$ cat src/rtl/bomb_pool.sv
// bomb_pool: per-player pool of fused bombs with timed flame crosses,
// chain detonation between own bombs and a flame hit probe.
module bomb_pool #(
    parameter int NUM_BOMBS    = 4,
    parameter int FUSE_FRAMES  = 120,
    parameter int FLAME_FRAMES = 30,
    parameter int TILE_LOG2    = 4,
    parameter int RANGE        = 2,
    parameter int COORD_W      = 10
) (
    input  logic                           frame_clk,
    input  logic                           Reset,
    input  logic                           make,
    input  logic                           detonate,
    input  logic [COORD_W-1:0]             userX,
    input  logic [COORD_W-1:0]             userY,
    input  logic [COORD_W-1:0]             probeX,
    input  logic [COORD_W-1:0]             probeY,
    output logic [NUM_BOMBS-1:0]           bomb_active,
    output logic [NUM_BOMBS-1:0]           bomb_flame,
    output logic [NUM_BOMBS*COORD_W-1:0]   bombX,
    output logic [NUM_BOMBS*COORD_W-1:0]   bombY,
    output logic [COORD_W-1:0]             flameXS,
    output logic [COORD_W-1:0]             flameYS,
    output logic [$clog2(NUM_BOMBS+1)-1:0] live_count,
    output logic                           full,
    output logic                           hit
);

    localparam int TW = COORD_W - TILE_LOG2;
    localparam int SW = COORD_W + 1;
    localparam int CW = $clog2(NUM_BOMBS + 1);

    typedef enum logic [1:0] {
        S_IDLE,
        S_FUSE,
        S_FLAME
    } state_e;

    state_e         state_q [NUM_BOMBS];
    state_e         state_d [NUM_BOMBS];
    logic [7:0]     timer_q [NUM_BOMBS];
    logic [7:0]     timer_d [NUM_BOMBS];
    logic [TW-1:0]  tx_q    [NUM_BOMBS];
    logic [TW-1:0]  tx_d    [NUM_BOMBS];
    logic [TW-1:0]  ty_q    [NUM_BOMBS];
    logic [TW-1:0]  ty_d    [NUM_BOMBS];
    logic           make_q;
    logic           make_d;

    logic [TW-1:0]  ux;
    logic [TW-1:0]  uy;
    logic [TW-1:0]  px;
    logic [TW-1:0]  py;
    logic           req;
    logic           dup;
    logic           taken;
    logic [NUM_BOMBS-1:0] alloc_oh;
    logic [NUM_BOMBS-1:0] chain;
    logic           unused_low;

    assign ux = userX[COORD_W-1:TILE_LOG2];
    assign uy = userY[COORD_W-1:TILE_LOG2];
    assign px = probeX[COORD_W-1:TILE_LOG2];
    assign py = probeY[COORD_W-1:TILE_LOG2];
    assign unused_low = ^{userX[TILE_LOG2-1:0], userY[TILE_LOG2-1:0],
                          probeX[TILE_LOG2-1:0], probeY[TILE_LOG2-1:0]};

    assign flameXS = COORD_W'(RANGE << TILE_LOG2);
    assign flameYS = COORD_W'(RANGE << TILE_LOG2);

    // Tile (ax,ay) lies on the arms of a cross centred on (cx,cy).
    function automatic logic in_cross(input logic [TW-1:0] ax,
                                      input logic [TW-1:0] ay,
                                      input logic [TW-1:0] cx,
                                      input logic [TW-1:0] cy);
        logic [SW-1:0] dx;
        logic [SW-1:0] dy;
        logic [SW-1:0] adx;
        logic [SW-1:0] ady;
        dx  = SW'(ax) - SW'(cx);
        dy  = SW'(ay) - SW'(cy);
        adx = dx[SW-1] ? -dx : dx;
        ady = dy[SW-1] ? -dy : dy;
        return ((dy == '0) && (adx <= SW'(RANGE))) ||
               ((dx == '0) && (ady <= SW'(RANGE)));
    endfunction

    // Slot allocation, fuse/flame timing, chain and detonate next-state.
    always_comb begin
        make_d   = make;
        req      = make & ~make_q;
        dup      = 1'b0;
        taken    = 1'b0;
        alloc_oh = '0;
        chain    = '0;
        for (int i = 0; i < NUM_BOMBS; i++) begin
            state_d[i] = state_q[i];
            timer_d[i] = timer_q[i];
            tx_d[i]    = tx_q[i];
            ty_d[i]    = ty_q[i];
            if (state_q[i] != S_IDLE && tx_q[i] == ux && ty_q[i] == uy)
                dup = 1'b1;
            if (!taken && state_q[i] == S_IDLE) begin
                alloc_oh[i] = 1'b1;
                taken       = 1'b1;
            end
            for (int j = 0; j < NUM_BOMBS; j++) begin
                if (state_q[j] == S_FLAME &&
                    in_cross(tx_q[i], ty_q[i], tx_q[j], ty_q[j]))
                    chain[i] = 1'b1;
            end
        end
        for (int i = 0; i < NUM_BOMBS; i++) begin
            case (state_q[i])
                S_IDLE: begin
                    if (req && !dup && alloc_oh[i]) begin
                        state_d[i] = S_FUSE;
                        timer_d[i] = 8'(FUSE_FRAMES - 1);
                        tx_d[i]    = ux;
                        ty_d[i]    = uy;
                    end
                end
                S_FUSE: begin
                    if (timer_q[i] == 8'd0 || chain[i] || detonate) begin
                        state_d[i] = S_FLAME;
                        timer_d[i] = 8'(FLAME_FRAMES - 1);
                    end else begin
                        timer_d[i] = timer_q[i] - 8'd1;
                    end
                end
                S_FLAME: begin
                    if (timer_q[i] == 8'd0) begin
                        state_d[i] = S_IDLE;
                    end else begin
                        timer_d[i] = timer_q[i] - 8'd1;
                    end
                end
                default: state_d[i] = S_IDLE;
            endcase
        end
    end

    // Slot state registers with asynchronous clear.
    always_ff @(posedge frame_clk or posedge Reset) begin
        if (Reset) begin
            make_q <= 1'b0;
            for (int i = 0; i < NUM_BOMBS; i++) begin
                state_q[i] <= S_IDLE;
                timer_q[i] <= '0;
                tx_q[i]    <= '0;
                ty_q[i]    <= '0;
            end
        end else begin
            make_q <= make_d;
            for (int i = 0; i < NUM_BOMBS; i++) begin
                state_q[i] <= state_d[i];
                timer_q[i] <= timer_d[i];
                tx_q[i]    <= tx_d[i];
                ty_q[i]    <= ty_d[i];
            end
        end
    end

    // Flattened slot outputs, occupancy and probe hit from registered state.
    always_comb begin
        live_count = '0;
        hit        = 1'b0;
        for (int i = 0; i < NUM_BOMBS; i++) begin
            bomb_active[i] = (state_q[i] != S_IDLE);
            bomb_flame[i]  = (state_q[i] == S_FLAME);
            bombX[i*COORD_W +: COORD_W] = {tx_q[i], {TILE_LOG2{1'b0}}};
            bombY[i*COORD_W +: COORD_W] = {ty_q[i], {TILE_LOG2{1'b0}}};
            if (bomb_active[i])
                live_count = live_count + CW'(1);
            if (bomb_flame[i] && in_cross(px, py, tx_q[i], ty_q[i]))
                hit = 1'b1;
        end
        full = &bomb_active;
    end

endmodule

$ cat config.mk
export PLATFORM = sky130hd
export DESIGN_NAME = bomb_pool
export DESIGN_NICKNAME = d
export VERILOG_FILES = /design/src/rtl/bomb_pool.sv
export SDC_FILE = /design/constraint.sdc
export NUM_CORES = 1
export LEC_CHECK = 0
export ABC_AREA = 1
export BUFFER_PORTS_ARGS = -buffer_cell sky130_fd_sc_hd__buf_2
export CAP_MARGIN = 0
export CELL_PAD_IN_SITES_DETAIL_PLACEMENT = 1
export CELL_PAD_IN_SITES_GLOBAL_PLACEMENT = 2
export CORE_MARGIN = 5
export CORE_UTILIZATION = 30
export CTS_CLUSTER_SIZE = 30
export DETAILED_ROUTE_END_ITERATION = 10
export PLACE_DENSITY = 0.76
export REMOVE_ABC_BUFFERS = 1
export SLEW_MARGIN = 20
export SYNTH_ARGS = -nofsm -noshare
export SYNTH_HDL_FRONTEND = slang
export SYNTH_SLANG_ARGS = --single-unit
export TNS_END_PERCENT = 20
$ cat constraint.sdc
create_clock -name frame_clk -period 3.2 [get_ports frame_clk]
set_input_delay 0.32 -clock frame_clk [delete_from_list [all_inputs] [get_ports frame_clk]]
set_output_delay 0.32 -clock frame_clk [all_outputs]
set_load 0.1 [all_outputs]
== After elaboration in Yosys (flattened, before gate mapping) ==
Index checks and enable logic that the tools add are counted.
Widths: inputs -> output; s select.

* Flip-flop bits (word level): 89
* Bits in latches: 0
* Bits in writable memories: 0
* Memory bits (read-only): 0
* Bits of input ports: 44
* Output and inout port bits: 113
* Word-level logic and storage cells: 461
* Memories: 0

* Add/sub/neg operators: 87
* Multiply operators: 0
* Div/mod/pow operators: 0
* Order comparisons: 40
* Equality and inequality tests: 32
* Shifts and indexed selects: 0
* Mux-type cells: 106
* Bitwise gates (word level): 2
* Reduce and logical (&&, ||, !) cells: 177

{| class="wikitable"
|+ Operators with widths
! cell !! number
|-
| $le 11x2->1 const B || 40
|-
| $logic_not 11->1 || 40
|-
| $mux 11 || 40
|-
| $neg 11->11 || 40
|-
| $sub 6x6->7 || 40
|-
| $mux 8 || 12
|-
| $pmux 8 s3 || 4
|-
| $logic_and 1x1->1 || 76
|-
| $eq 6x6->1 || 8
|-
| $logic_not 8->1 || 4
|-
| $sub 8x1->8 const B || 4
|-
| $mux 1 || 31
|-
| $logic_or 1x1->1 || 28
|-
| $mux 2 || 12
|-
| $pmux 2 s3 || 4
|-
| $reduce_and 3->1 || 8
|-
| $ne 2x1->1 const B || 8
|-
| $ne 2x2->1 const B || 8
|-
| $reduce_bool 3->1 || 4
|-
| $add 3x1->3 const B || 3
|-
| $mux 3 || 3
|-
| $eq 2x1->1 const B || 4
|-
| $eq 2x2->1 const B || 4
|-
| $logic_not 2->1 || 4
|-
| other kinds (6) || 15
|}

== Logic depth before layout (Yosys ltp) ==
Gate-level depths: netlist of run 1.

* Depth in word-level cells: 15
* Depth in mapped cells: 24
* Depth with buffers taken out: 24

== Worst setup path after synthesis of run 1 ==
OpenSTA, ideal clock, no wires.

* Path kind: reg2out
* Start: register tx_q (netlist bit bombX[5])
* End: output hit
* Arrival: 3984 ps
* Slack: -1104 ps
* Stages on the path, launching flop included: 16
* Cells stage by stage: dfrtp_1 inv_1 fa_1 nand3_1 nand3_1 a21o_1 a21oi_1 nand2_1 xor2_1 nor2_1 nand3_1 nand2_1 nand2_1 nand2_1 inv_1 nand2_1

* Word-level cells in the longest chain between the ends: 11

{| class="wikitable"
|+ RTL lines
! item !! line !! text
|-
| start, declared || 44 || <nowiki>logic [TW-1:0] tx_q [NUM_BOMBS];</nowiki>
|-
| start signal, assigned by index || 159 || <nowiki>tx_q[i] <= tx_d[i];</nowiki>
|-
| $sub 6x6->7 (*) || 81 || <nowiki>dx = SW'(ax) - SW'(cx);</nowiki>
|-
| $neg 11->11 || 83 || <nowiki>adx = dx[SW-1] ? -dx : dx;</nowiki>
|-
| $mux 11 || 83 ||
|-
| $le 11x2->1 || 85 || <nowiki>return ((dy == '0) && (adx <= SW'(RANGE))) ||</nowiki>
|-
| $logic_and 1x1->1 || 85 ||
|-
| $logic_or 1x1->1 (*) || 85 ||
|-
| $logic_and 1x1->1 (*) || 176 || <nowiki>if (bomb_flame[i] && in_cross(px, py, tx_q[i], ty_q[i]))</nowiki>
|-
| $mux 1 (*) (4 in a row) || 176 ||
|-
| end, declared || 27 || <nowiki>output logic hit</nowiki>
|}

Mark *: on every way between the ends. The rest lies on a longest branch, timed or not.

== Worst setup path after layout of run 1 ==
* Start: register ty_q (netlist bit bombY[7])
* End: output hit

* Word-level cells in the longest chain between the ends: 11

{| class="wikitable"
|+ RTL lines
! item !! line !! text
|-
| start, declared || 46 || <nowiki>logic [TW-1:0] ty_q [NUM_BOMBS];</nowiki>
|-
| start signal, assigned by index || 160 || <nowiki>ty_q[i] <= ty_d[i];</nowiki>
|-
| $sub 6x6->7 (*) || 82 || <nowiki>dy = SW'(ay) - SW'(cy);</nowiki>
|-
| $neg 11->11 || 84 || <nowiki>ady = dy[SW-1] ? -dy : dy;</nowiki>
|-
| $mux 11 || 84 ||
|-
| $le 11x2->1 || 86 || <nowiki>((dx == '0) && (ady <= SW'(RANGE)));</nowiki>
|-
| $logic_and 1x1->1 || 86 ||
|-
| $logic_or 1x1->1 (*) || 85 ||
|-
| $logic_and 1x1->1 (*) || 176 ||
|-
| $mux 1 (*) (4 in a row) || 176 ||
|}

Marks and branches as above.

==> reports/summary.txt, run 1 <==
Layout fillers - 8569
Layout Area Growth over Synthesis - 25.7%
wirelength, routed - 86200 um
routability congestion estimate - 0.935
setup repair after global routing missed its margin - yes
total non-filler cell area in the finished layout - 24200 um^2
top cells by area in the synthesized netlist - sky130_fd_sc_hd__nand2_1 23%, sky130_fd_sc_hd__ha_1 14%, sky130_fd_sc_hd__dfrtp_1 12%, sky130_fd_sc_hd__nand3_1 11%, sky130_fd_sc_hd__inv_1 8.8%
launch point of the critical path - bombY[7]$_DFFE_PP0P_
post-synthesis instance area - 19200 um^2
die width - 263 um
average vias per placed instance - 4.96
most instantiated flip-flop cell in the synthesis netlist - sky130_fd_sc_hd__dfrtp_1
endpoint type of the worst setup path - primary output
sequential-to-total area share from yosys stat - 11.6%
storage element area - 2240 um^2
DIE HEIGHT - 263 um
largest fanout on the critical path - 4
count of unresolved DRC violations after routing - 0
maximum number of pins on one net before global-route repair - 41
number of hold violations in the final report - 0
number of enable-type register cells in the synthesized netlist - 0
clock tree from TritonCTS - built
via count of the first global-routing pass - 21.9k
number of clock sinks seen by CTS - 89
Yosys reg bits - 89
antenna violations before repair - 1
area share of the largest cell type after synthesis - 22.8%
Post-Route Utilization - 38.2%
most frequent cells in the layout - 1095 x sky130_fd_sc_hd__nand2_1, 405 x sky130_fd_sc_hd__inv_1, 396 x sky130_fd_sc_hd__nand3_1
Hold Path Class - in -> async
first-pass GRT wire length - 129000 um
final period demand of the worst path - 3.46 ns
CTS root buf - sky130_fd_sc_hd__clkbuf_16
number of maximum-capacitance violations - 0
largest area contributor in the netlist - sky130_fd_sc_hd__nand2_1
Worst Setup Path Type - reg -> out
total instance count after detailed placement - 4509
core outline area - 63300 um^2
number of synthesis warnings - 0
Relative slew margins - 52.4%
# port buffers - 88
multi-input combinational cell area - 15700 um^2
Clk Latency, worst-skew pair - 0.39 ns
# IOs - 157
number of placement rows - 92
Tcrit/Tclk final - 108%
net count reported at finish - 4003
setup slack of the critical path after layout - -0.257 ns
WP data required - 2.88 ns
worst-case setup slack after placement - -0.128 ns
share of async-settable or async-resettable flops after synthesis - 100%
first-pass detailed-route iteration total - 5
failing checks - setup timing
most used cell along the critical path - sky130_fd_sc_hd__nand2_1
leading cell type in the layout, fill and taps excluded - sky130_fd_sc_hd__nand2_1
launch point of the worst reg-to-reg path - bombX[14]$_DFFE_PP0P_
buffers from clock root to sink, at most - 2
run status - finished, violations left
final instance count without filler cells - 4560
Max H-tree Level - 3
average wire per cell in the routed design - 18.9 um
cell count after synthesis - 3343
ordered cell list for the critical path - inv_2, buf_4, ha_1, a21oi_1, nand2_1, or2_2, nand2_1, nand2_1, or2_4, nor2_1, nand3_1, nand2_1, nand2_1, nand2_1, inv_2, nand2_4, buf_12
Data arrival, critical path - 3.14 ns
Crit path largest cell delay - 0.36 ns
number of pins exceeding their max-slew limit in the final report - 0
die outline area - 69200 um^2
share of layout cells above drive strength 1 - 21.8%
dpl hpwl - 71500 um
slowest library cell on the worst path - sky130_fd_sc_hd__dfrtp_1
final count of negative-setup-slack endpoints - 1
achievable frequency - 0.289 GHz
number of DRC markers after the initial detailed-route iteration - 1293
count of unique library cells instantiated by Yosys - 50
Clk pin slew, worst setup/hold paths - 0.09 ns
global-route congestion overflow total - 0
per-instance average area after synthesis - 5.75 um^2
Slew @ Worst Pin - 0.708 ns
Placement Cell Area - 22500 um^2
starting density of the core - 30.4%
Inserted Clock Buffers - 9
global-route usage over all layers - 23.4%
total number of vias - 22.6k
worst clock skew - 0.0147 ns
Routed Antenna Nets - 0
startpoint kind of the worst setup timing path - flop
-- per-layer routing --
layer,share of wire [%],track usage [%],vias up
met5,0,0,-
met4,2.2,4.74,0
met3,4.2,2.15,80
met2,45,38.2,445
met1,49,33.9,10800
li1,-,-,11300
-- registers in the layout, indices dropped and copies added (netlist names) --
name and cells:
state_q 8, make_q 1, bombX 24, timer_q 32, bombY 24
-- cell families after synthesis --
kind of cell / after synthesis / synth area share, %
and+or+nand+nor: 2006 / 44.5
buffers and inverters: 578 / 12.9
AOI/OAI and AO/OA: 322 / 9.02
adders and majority gates: 252 / 17.7
xor gates and xnor gates: 94 / 4.28
DFF: 89 / 11.6
other: 2 / 0.0391
-- repair_timing --
item	in CTS	in global routing
gates resized for setup	82	286
endpoints found under the hold margin	0	0
setup endpoints to repair	25	41
setup buffers	13	21
pin swaps	24	109
hold buffers	0	0
-- cells in the mapped netlist, types with 2 or more instances --
cell,instances
sky130_fd_sc_hd__nor2_2,5
sky130_fd_sc_hd__or2_1,8
sky130_fd_sc_hd__a31oi_1,4
sky130_fd_sc_hd__nor2_1,253
sky130_fd_sc_hd__buf_4,66
sky130_fd_sc_hd__nor4_1,7
sky130_fd_sc_hd__o2111ai_1,3
sky130_fd_sc_hd__inv_2,29
sky130_fd_sc_hd__fa_1,32
sky130_fd_sc_hd__a22oi_1,6
sky130_fd_sc_hd__conb_1,2
sky130_fd_sc_hd__buf_6,5
sky130_fd_sc_hd__ha_1,220
sky130_fd_sc_hd__xor2_1,54
sky130_fd_sc_hd__nand3_1,415
sky130_fd_sc_hd__inv_1,450
sky130_fd_sc_hd__a21o_1,3
sky130_fd_sc_hd__nand3_2,12
sky130_fd_sc_hd__xnor2_1,40
sky130_fd_sc_hd__o22ai_1,22
sky130_fd_sc_hd__clkbuf_1,11
sky130_fd_sc_hd__nor3_2,5
sky130_fd_sc_hd__nor2_4,5
sky130_fd_sc_hd__buf_2,11
sky130_fd_sc_hd__or2_2,12
sky130_fd_sc_hd__nand3b_1,12
sky130_fd_sc_hd__dfrtp_1,89
sky130_fd_sc_hd__and2_4,2
sky130_fd_sc_hd__nand4_1,42
sky130_fd_sc_hd__o21a_1,3
sky130_fd_sc_hd__o21ai_0,116
sky130_fd_sc_hd__clkbuf_2,3
sky130_fd_sc_hd__o21ai_2,4
sky130_fd_sc_hd__a21oi_2,7
sky130_fd_sc_hd__nand2_1,1170
sky130_fd_sc_hd__o21ai_1,9
sky130_fd_sc_hd__nor3_1,29
sky130_fd_sc_hd__a21oi_1,142
sky130_fd_sc_hd__nand2_2,24
-- metrics by stage --
step	hold slack [ns]	setup TNS [ns]
4_1_cts	0.0243	-0.288
3_3_place_gp	0.445	-0.372
6_report	0.00335	-0.257
5_1_grt	0.0372	-2.52
2_1_floorplan	0.351	-11.73
3_5_place_dp	0.446	-0.797
-- worst max-delay path: cells and delay by family, from the launching register on --
| kind | cells | cell delay (ns) |
|---|---|---|
| simple gates | 11 | 1.39 |
| buf+inv | 4 | 0.46 |
| flops | 1 | 0.36 |
| fa+ha+maj | 1 | 0.33 |
| compound gates | 1 | 0.20 |
-- area by class of cell --
type	count	share of cell area, %
diodes	2	0.0207
multi-input cells	2726	65.0
clock inverters	6	0.238
inverters	481	7.67
well taps	846	4.38
clock buffers	10	0.989
flip-flops and latches	89	9.28
repair buffers	400	12.4
-- final timing paths --
check,end,slack [ns],cells after the start
setup / recovery,hit,-0.26,17
min in group frame_clk,make_q$_DFF_PP0_,0.04,1
max in group asynchronous,bombY[15]$_DFFE_PP0P_,2.32,4
hold reg to reg,timer_q[23]$_DFFE_PP0P_,0.53,2
hold / removal,timer_q[15]$_DFFE_PP0P_,0.003,2
setup reg to reg,state_q[0]$_DFFE_PP0P_,0.04,23
Power of run 1 is not shown: default switching activity piles up to over one toggle a cycle in this logic, so the estimate is an artifact.
==> run 2, diff against run 1 <==
--- a/config.mk
+++ b/config.mk
@@ -5,7 +5,6 @@
 export SDC_FILE = /design/constraint.sdc
 export NUM_CORES = 1
 export LEC_CHECK = 0
-export ABC_AREA = 1
 export BUFFER_PORTS_ARGS = -buffer_cell sky130_fd_sc_hd__buf_2
 export CAP_MARGIN = 0
 export CELL_PAD_IN_SITES_DETAIL_PLACEMENT = 1
@@ -14,7 +13,7 @@
 export CORE_UTILIZATION = 30
 export CTS_CLUSTER_SIZE = 30
 export DETAILED_ROUTE_END_ITERATION = 10
-export PLACE_DENSITY = 0.76
+export PLACE_DENSITY = 0.68
 export REMOVE_ABC_BUFFERS = 1
 export SLEW_MARGIN = 20
 export SYNTH_ARGS = -nofsm -noshare
==> reports/summary.txt, run 2 <==
final instance count without filler cells - 3940 (was 4560)
Yosys reg bits - 89 (unchanged)
Worst Setup Path Type - reg -> out (unchanged)
Relative slew margins - 57.3% (was 52.4%)
launch point of the worst reg-to-reg path - bombX[34]$_DFFE_PP0P_ (was bombX[14]$_DFFE_PP0P_)
global-route usage over all layers - 24.8% (was 23.4%)
number of clock sinks seen by CTS - 89 (unchanged)
# IOs - 157 (unchanged)
endpoint type of the worst setup path - primary output (unchanged)
average vias per placed instance - 5.40 (was 4.96)
per-instance average area after synthesis - 7.83 um^2 (was 5.75 um^2)
post-synthesis instance area - 18300 um^2 (was 19200 um^2)
ordered cell list for the critical path - buf_6, buf_4, ha_2, inv_1, fa_2, nand2_1, nand2_1, a21oi_2, o21bai_1, a21oi_1, buf_4, a21oi_1, o21ai_0, o21ai_1, a41o_1, a211oi_2, nand3_2, buf_12 (was inv_2, buf_4, ha_1, a21oi_1, nand2_1, or2_2, nand2_1, nand2_1, or2_4, nor2_1, nand3_1, nand2_1, nand2_1, nand2_1, inv_2, nand2_4, buf_12)
flip-flop count of the largest register, all copies and words added - 32 (unchanged)
DIE HEIGHT - 257 um (was 263 um)
sequential-to-total area share from yosys stat - 12.2% (was 11.6%)
Max H-tree Level - 3 (unchanged)
post-synthesis compound-gate area fraction - 25.2% (was 9.02%)
Power Density - 1110 nW/um^2
Clk Latency, worst-skew pair - 0.40 ns (was 0.39 ns)
worst path bufs/invs - 5 (was 4)
Cells on Worst Hold Path - 1
buffers from clock root to sink, at most - 2 (unchanged)
number of pins exceeding their max-slew limit in the final report - 0 (unchanged)
net count reported at finish - 3448 (was 4003)
average wire per cell in the routed design - 21.9 um (was 18.9 um)
simple logic cell fraction of the synthesized area - 22.1% (was 44.5%)
worst clock skew - 0.0137 ns (was 0.0147 ns)
slowest library cell on the worst path - sky130_fd_sc_hd__dfrtp_1 (unchanged)
leading cell type in the layout, fill and taps excluded - sky130_fd_sc_hd__buf_4 (was sky130_fd_sc_hd__nand2_1)
startpoint kind of the worst setup timing path - flop (unchanged)
total non-filler cell area in the finished layout - 26800 um^2 (was 24200 um^2)
Routed Antenna Nets - 0 (unchanged)
first-pass GRT wire length - 130000 um (was 129000 um)
share of async-settable or async-resettable flops after synthesis - 100% (unchanged)
number of hold violations in the final report - 0 (unchanged)
failing checks - setup timing (unchanged)
via count of the first global-routing pass - 22.0k (was 21.9k)
final count of negative-setup-slack endpoints - 41 (was 1)
CTS root buf - sky130_fd_sc_hd__clkbuf_16 (unchanged)
antenna violations before repair - 3 (was 1)
largest fanout on the critical path - 5 (was 4)
share of synthesized area spent on multiplexers - 5.58% (was 0%)
Hold WS - 0.0950 ns (was 0.00335 ns)
GR met3 Demand/Resource - 4.24% (was 2.15%)
routability congestion estimate - 0.902 (was 0.935)
met1 demand-to-capacity share in global routing - 33.0% (was 33.9%)
core outline area - 60400 um^2 (was 63300 um^2)
GR met2 Demand/Resource - 41.0% (was 38.2%)
total number of vias - 21.3k (was 22.6k)
setup TNS after final layout - -18.87 ns (was -0.257 ns)
number of enable-type register cells in the synthesized netlist - 0 (unchanged)
beginning of the worst hold path - make
first-pass detailed-route iteration total - 5 (unchanged)
global-route congestion overflow total - 0 (unchanged)
die outline area - 66100 um^2 (was 69200 um^2)
clock tree from TritonCTS - built (unchanged)
share of layout cells above drive strength 1 - 38.1% (was 21.8%)
number of placement rows - 90 (was 92)
wirelength, routed - 86100 um (was 86200 um)
largest area contributor in the netlist - sky130_fd_sc_hd__ha_1 (was sky130_fd_sc_hd__nand2_1)
GRT Max-Usage Layer - met2 (unchanged)
# port buffers - 88 (unchanged)
total instance count after detailed placement - 3881 (was 4509)
leakage power figure - 12.6 nW
largest family of logic cells by synthesized area - compound AO/OA/AOI/OAI gates (was simple AND/OR/NAND/NOR gates)
starting density of the core - 30.3% (was 30.4%)
Post-Route Utilization - 44.4% (was 38.2%)
most frequent cells in the layout - 767 x sky130_fd_sc_hd__buf_4, 207 x sky130_fd_sc_hd__ha_1, 166 x sky130_fd_sc_hd__nor2_1 (was 1095 x sky130_fd_sc_hd__nand2_1, 405 x sky130_fd_sc_hd__inv_1, 396 x sky130_fd_sc_hd__nand3_1)
achievable frequency - 0.254 GHz (was 0.289 GHz)
Layout Area Growth over Synthesis - 46.5% (was 25.7%)
Data arrival, critical path - 3.61 ns (was 3.14 ns)
Placement Cell Area - 25000 um^2 (was 22500 um^2)
total power - 29.8 mW
Crit path largest cell delay - 0.39 ns (was 0.36 ns)
final period demand of the worst path - 3.93 ns (was 3.46 ns)
setup repair after global routing missed its margin - yes (unchanged)
number of synthesis warnings - 0 (unchanged)
most instantiated flip-flop cell in the synthesis netlist - sky130_fd_sc_hd__dfrtp_1 (unchanged)
Inserted Clock Buffers - 9 (unchanged)
total stage count of the critical path - 18 (was 17)
launch point of the critical path - bombX[24]$_DFFE_PP0P_ (was bombY[7]$_DFFE_PP0P_)
maximum number of pins on one net before global-route repair - 43 (was 41)
worst-case setup slack after placement - -0.934 ns (was -0.128 ns)
register with the most flip-flops - timer_q (unchanged)
Clk pin slew, worst setup/hold paths - 0.07 ns (was 0.09 ns)
Hold Path Class - in -> reg (was in -> async)
Max rail drop VDD - 0.892 mV
run status - finished, violations left (unchanged)
setup slack of the critical path after layout - -0.733 ns (was -0.257 ns)
top cells by area in the synthesized netlist - sky130_fd_sc_hd__ha_1 15%, sky130_fd_sc_hd__dfrtp_1 12%, sky130_fd_sc_hd__xnor2_1 5.2%, sky130_fd_sc_hd__a21oi_1 4.1%, sky130_fd_sc_hd__mux2_2 3.7% (was sky130_fd_sc_hd__nand2_1 23%, sky130_fd_sc_hd__ha_1 14%, sky130_fd_sc_hd__dfrtp_1 12%, sky130_fd_sc_hd__nand3_1 11%, sky130_fd_sc_hd__inv_1 8.8%)
die width - 257 um (was 263 um)
number of maximum-capacitance violations - 0 (unchanged)
count of unresolved DRC violations after routing - 0 (unchanged)
Tcrit/Tclk final - 123% (was 108%)
Slew @ Worst Pin - 0.641 ns (was 0.708 ns)
CP top delay family - compound AO/OA/AOI/OAI gates (was simple AND/OR/NAND/NOR gates)
WP data required - 2.88 ns (about the same)
cell count after synthesis - 2337 (was 3343)
most frequent cell after synthesis - sky130_fd_sc_hd__ha_1 (was sky130_fd_sc_hd__nand2_1)
most common library cells after synthesis - 220 x sky130_fd_sc_hd__ha_1, 170 x sky130_fd_sc_hd__nor2_1, 162 x sky130_fd_sc_hd__inv_1, 149 x sky130_fd_sc_hd__a21oi_1, 137 x sky130_fd_sc_hd__nand2_1 (was 1170 x sky130_fd_sc_hd__nand2_1, 450 x sky130_fd_sc_hd__inv_1, 415 x sky130_fd_sc_hd__nand3_1, 253 x sky130_fd_sc_hd__nor2_1, 220 x sky130_fd_sc_hd__ha_1)
adder-cell share of the synthesized area - 18.5% (was 17.7%)
xor and xnor fraction of the mapped netlist area - 8.92% (was 4.28%)
number of DRC markers after the initial detailed-route iteration - 1056 (was 1293)
area share of the largest cell type after synthesis - 15.0% (was 22.8%)
count of unique library cells instantiated by Yosys - 111 (was 50)
depth of the most critical reg-to-reg path - 17 (was 23)
dpl hpwl - 72500 um (was 71500 um)
-- run 2: cell count changes after synthesis, moves of 39 or more --
| cell | change |
|---|---|
| sky130_fd_sc_hd__nand2_1 | -1033 |
| sky130_fd_sc_hd__nand3_1 | -357 |
| sky130_fd_sc_hd__inv_1 | -288 |
| sky130_fd_sc_hd__nor2_1 | -83 |
| sky130_fd_sc_hd__xnor2_1 | +68 |
| sky130_fd_sc_hd__mux2_2 | +60 |
| sky130_fd_sc_hd__nand2b_1 | +48 |
| sky130_fd_sc_hd__nor2b_1 | +47 |
| sky130_fd_sc_hd__nor3_1 | +47 |
| sky130_fd_sc_hd__a21o_1 | +39 |
-- run 2: cell type report --
type                    count  area, um^2
multi-input cells        2007       16100
diodes                      1        2.50
well taps                 782         978
repair buffers            882        6630
clock inverters             4        35.0
flip-flops and latches     89        2230
clock buffers              12         256
inverters                 163         626
fillers                  7400       33500
-- run 2: worst paths after layout --
path	end	slack, ns
max	hit	-0.73
min	make_q$_DFF_PP0_	0.1
max reg2reg	timer_q[20]$_DFFE_PP0P_	-0.60
min reg2reg	timer_q[20]$_DFFE_PP0P_	0.52
max in group asynchronous	bombY[27]$_DFFE_PP0P_	1.92
min in group asynchronous	timer_q[31]$_DFFE_PP0P_	0.53
-- run 2: logic make-up after synthesis --
| family | Yosys count |
|---|---|
| other cells | 2 |
| compound gates | 663 |
| fa+ha+maj | 252 |
| simple gates | 762 |
| flops | 89 |
| xor+xnor | 184 |
| mux | 94 |
| buf+inv | 291 |
-- run 2: report_power, final --
part           switching, mW  internal [mW]  total, mW
registers              0.321           1.40       1.72
logic                   14.9           12.0       26.9
clock network          0.563          0.578       1.14
-- run 2: timing repair --
action | CTS | global route
hold endpoints to repair | 7 | 0
pin swaps | 56 | 35
endpoints found under the setup margin | 52 | 55
gates resized for setup | 151 | 114
setup buffers | 29 | 13
hold buffers | 1 | 0
-- run 2: metal layers --
metal	vias up	wire length, um
met5	-	13
met4	2	3100
met3	102	3790
met2	422	39800
met1	10700	39400
li1	10100	-
-- run 2: worst reg2reg max path: stages (launching register included) --
cell                        delay (ns)
sky130_fd_sc_hd__dfrtp_1          0.37
sky130_fd_sc_hd__buf_4            0.15
sky130_fd_sc_hd__buf_4            0.11
sky130_fd_sc_hd__ha_2             0.17
sky130_fd_sc_hd__inv_1            0.05
sky130_fd_sc_hd__fa_2             0.34
sky130_fd_sc_hd__a21o_1           0.18
sky130_fd_sc_hd__and4_1           0.19
sky130_fd_sc_hd__or4_4            0.46
sky130_fd_sc_hd__or3_1            0.32
sky130_fd_sc_hd__o2111ai_1        0.10
sky130_fd_sc_hd__nor4_1           0.08
sky130_fd_sc_hd__buf_4            0.15
sky130_fd_sc_hd__o211ai_1         0.26
sky130_fd_sc_hd__and4_4           0.29
sky130_fd_sc_hd__nand2b_4         0.15
sky130_fd_sc_hd__nand3_1          0.08
sky130_fd_sc_hd__a22o_1           0.23
No activity file was read; power rests on OpenSTA's default activity.
==> run 3, diff against run 2 <==
--- a/config.mk
+++ b/config.mk
@@ -5,7 +5,6 @@
 export SDC_FILE = /design/constraint.sdc
 export NUM_CORES = 1
 export LEC_CHECK = 0
-export BUFFER_PORTS_ARGS = -buffer_cell sky130_fd_sc_hd__buf_2
 export CAP_MARGIN = 0
 export CELL_PAD_IN_SITES_DETAIL_PLACEMENT = 1
 export CELL_PAD_IN_SITES_GLOBAL_PLACEMENT = 2
@@ -13,7 +12,8 @@
 export CORE_UTILIZATION = 30
 export CTS_CLUSTER_SIZE = 30
 export DETAILED_ROUTE_END_ITERATION = 10
-export PLACE_DENSITY = 0.68
+export DONT_BUFFER_PORTS = 1
+export PLACE_DENSITY = 0.64
 export REMOVE_ABC_BUFFERS = 1
 export SLEW_MARGIN = 20
 export SYNTH_ARGS = -nofsm -noshare
==> reports/summary.txt, run 3 (synthesis results as in run 2) <==
Power Density - 1120 nW/um^2 (was 1110 nW/um^2)
routability congestion estimate - 0.926 (was 0.902)
die outline area - 66100 um^2 (unchanged)
via count of the first global-routing pass - 22.4k (was 22.0k)
Max H-tree Level - 3 (unchanged)
DIE HEIGHT - 257 um (unchanged)
final count of negative-setup-slack endpoints - 52 (was 41)
Layout fillers - 7248 (was 7400)
startpoint kind of the worst setup timing path - flop (unchanged)
die width - 257 um (unchanged)
Cells on Worst Hold Path - 1 (unchanged)
number of pins exceeding their max-slew limit in the final report - 0 (unchanged)
first-pass detailed-route iteration total - 5 (unchanged)
Slew @ Worst Pin - 0.696 ns (was 0.641 ns)
Worst Setup Path Type - reg -> out (unchanged)
count of unresolved DRC violations after routing - 0 (unchanged)
net count reported at finish - 3432 (was 3448)
starting density of the core - 30.3% (unchanged)
number of placement rows - 90 (unchanged)
average wire per cell in the routed design - 22.7 um (was 21.9 um)
number of DRC markers after the initial detailed-route iteration - 1294 (was 1056)
achievable frequency - 0.254 GHz (about the same)
failing checks - setup timing (unchanged)
number of maximum-capacitance violations - 0 (unchanged)
first-pass GRT wire length - 134000 um (was 130000 um)
dpl hpwl - 73600 um (was 72500 um)
final period demand of the worst path - 3.94 ns (was 3.93 ns)
Tcrit/Tclk final - 123% (about the same)
Hold Path Class - in -> reg (unchanged)
endpoint type of the worst setup path - primary output (unchanged)
total non-filler cell area in the finished layout - 27500 um^2 (was 26800 um^2)
wirelength, routed - 89100 um (was 86100 um)
buffers from clock root to sink, at most - 2 (unchanged)
Hold WS - 0.0632 ns (was 0.0950 ns)
Clk pin slew, worst setup/hold paths - 0.08 ns (was 0.07 ns)
number of hold violations in the final report - 0 (unchanged)
Clk Latency, worst-skew pair - 0.40 ns (about the same)
capture point of the worst reg-to-reg path - timer_q[6]$_DFFE_PP0P_ (was timer_q[20]$_DFFE_PP0P_)
Relative slew margins - 53.6% (was 57.3%)
beginning of the worst hold path - userY[9] (was make)
register with the most flip-flops - timer_q (unchanged)
total number of vias - 21.2k (was 21.3k)
flip-flop count of the largest register, all copies and words added - 32 (unchanged)
setup TNS after final layout - -20.78 ns (was -18.87 ns)
core outline area - 60400 um^2 (unchanged)
# port buffers - 0 (was 88)
Post-Route Utilization - 45.5% (was 44.4%)
Max rail drop VDD - 1.04 mV (was 0.892 mV)
worst clock skew - 0.0205 ns (was 0.0137 ns)
global-route congestion overflow total - 0 (unchanged)
met1 demand-to-capacity share in global routing - 33.4% (was 33.0%)
clock tree from TritonCTS - built (unchanged)
maximum number of pins on one net before global-route repair - 45 (was 43)
share of layout cells above drive strength 1 - 40.3% (was 38.1%)
CTS root buf - sky130_fd_sc_hd__clkbuf_16 (unchanged)
number of clock sinks seen by CTS - 89 (unchanged)
leading cell type in the layout, fill and taps excluded - sky130_fd_sc_hd__buf_4 (unchanged)
run status - finished, violations left (unchanged)
average vias per placed instance - 5.42 (was 5.40)
depth of the most critical reg-to-reg path - 17 (unchanged)
# IOs - 157 (unchanged)
largest fanout on the critical path - 8 (was 5)
antenna diode count - 0 (was 1)
launch point of the worst reg-to-reg path - bombX[34]$_DFFE_PP0P_ (unchanged)
Routed Antenna Nets - 0 (unchanged)
GR met3 Demand/Resource - 4.76% (was 4.24%)
global-route usage over all layers - 25.7% (was 24.8%)
GRT Max-Usage Layer - met2 (unchanged)
setup repair after global routing missed its margin - yes (unchanged)
most frequent cells in the layout - 819 x sky130_fd_sc_hd__buf_4, 190 x sky130_fd_sc_hd__ha_1, 165 x sky130_fd_sc_hd__nor2_1 (was 767 x sky130_fd_sc_hd__buf_4, 207 x sky130_fd_sc_hd__ha_1, 166 x sky130_fd_sc_hd__nor2_1)
Data arrival, critical path - 3.62 ns (was 3.61 ns)
Layout Area Growth over Synthesis - 50.1% (was 46.5%)
Worst R2R Setup Slack - -0.67 ns (was -0.60 ns)
GR met2 Demand/Resource - 42.4% (was 41.0%)
Inserted Clock Buffers - 9 (unchanged)
Placement Cell Area - 24900 um^2 (was 25000 um^2)
setup slack of the critical path after layout - -0.742 ns (was -0.733 ns)
WP data required - 2.88 ns (about the same)
leakage power figure - 12.7 nW (was 12.6 nW)
Hold Path Sink - bombY[29]$_DFFE_PP0P_ (was make_q$_DFF_PP0_)
antenna violations before repair - 2 (was 3)
==> run 3: cell count changes in the layout (fill, tap and decap cells not counted), moves of 9 or more <==
cell                      delta
sky130_fd_sc_hd__ha_1       -17
sky130_fd_sc_hd__buf_6      +10
sky130_fd_sc_hd__buf_2      -85
sky130_fd_sc_hd__buf_4      +52
sky130_fd_sc_hd__xnor2_2    +10
sky130_fd_sc_hd__inv_1      -10
sky130_fd_sc_hd__xnor2_1    -10
sky130_fd_sc_hd__ha_4        +9
==> run 3: worst max-delay path, stage by stage (launching register included) <==
cell                        delay, ns
sky130_fd_sc_hd__dfrtp_1         0.44
sky130_fd_sc_hd__inv_2           0.10
sky130_fd_sc_hd__buf_4           0.17
sky130_fd_sc_hd__ha_1            0.30
sky130_fd_sc_hd__nor2b_1         0.14
sky130_fd_sc_hd__o21ai_1         0.13
sky130_fd_sc_hd__nand2b_1        0.09
sky130_fd_sc_hd__buf_4           0.16
sky130_fd_sc_hd__xor2_4          0.18
sky130_fd_sc_hd__nor3_4          0.35
sky130_fd_sc_hd__nand4_1         0.21
sky130_fd_sc_hd__a2111oi_4       0.54
sky130_fd_sc_hd__a211oi_2        0.10
sky130_fd_sc_hd__nand3_2         0.12
sky130_fd_sc_hd__buf_12          0.18
==> run 3: layout make-up <==
cell class              count  area, um^2  area share (%)
multi-input cells        2007       16500            60.0
repair buffers            866        6830            24.9
flip-flops and latches     89        2240            8.15
well taps                 782         978            3.56
inverters                 163         641            2.33
clock buffers              13         240           0.875
clock inverters             3        65.1           0.237
==> run 3: worst max-delay path by stage <==
stage	startpoint	end
floorplan	bombX[25]$_DFFE_PP0P_	hit
global placement	bombY[25]$_DFFE_PP0P_	timer_q[28]$_DFFE_PP0P_
detailed placement	bombY[25]$_DFFE_PP0P_	timer_q[28]$_DFFE_PP0P_
CTS	bombY[14]$_DFFE_PP0P_	hit
global route	bombX[26]$_DFFE_PP0P_	timer_q[6]$_DFFE_PP0P_
finish	bombY[35]$_DFFE_PP0P_	hit
==> run 3: power breakdown <==
part           switching (mW)  total, mW  internal, mW
registers               0.366       1.77          1.40
clock network           0.541       1.23         0.686
logic                    15.1       27.7          12.6
==> run 3: per-stage QoR <==
stage	worst slack [ns]	total power [mW]	cells
5_1_grt	-0.849	32.8	3923
3_5_place_dp	-0.824	26.8	3838
3_3_place_gp	-0.765	26.0	3838
4_1_cts	-0.684	29.5	3901
2_1_floorplan	-1.72	15.6	2259
6_report	-0.742	30.7	3923
==> run 3: routing by layer <==
metal / part of all wire, % / up-vias
li1: - / 10000
met1: 44 / 10500
met2: 46 / 523
met3: 5.8 / 141
met4: 4.4 / 2
met5: 0.015 / -
==> run 3: what timing repair did <==
action                                  4_1_cts  5_1_grt
hold buffers                                  2        0
pin swaps                                    92       61
buffers inserted                             45       23
gates resized for setup                     253      117
endpoints found under the setup margin       53       55
endpoints found under the hold margin        43        0
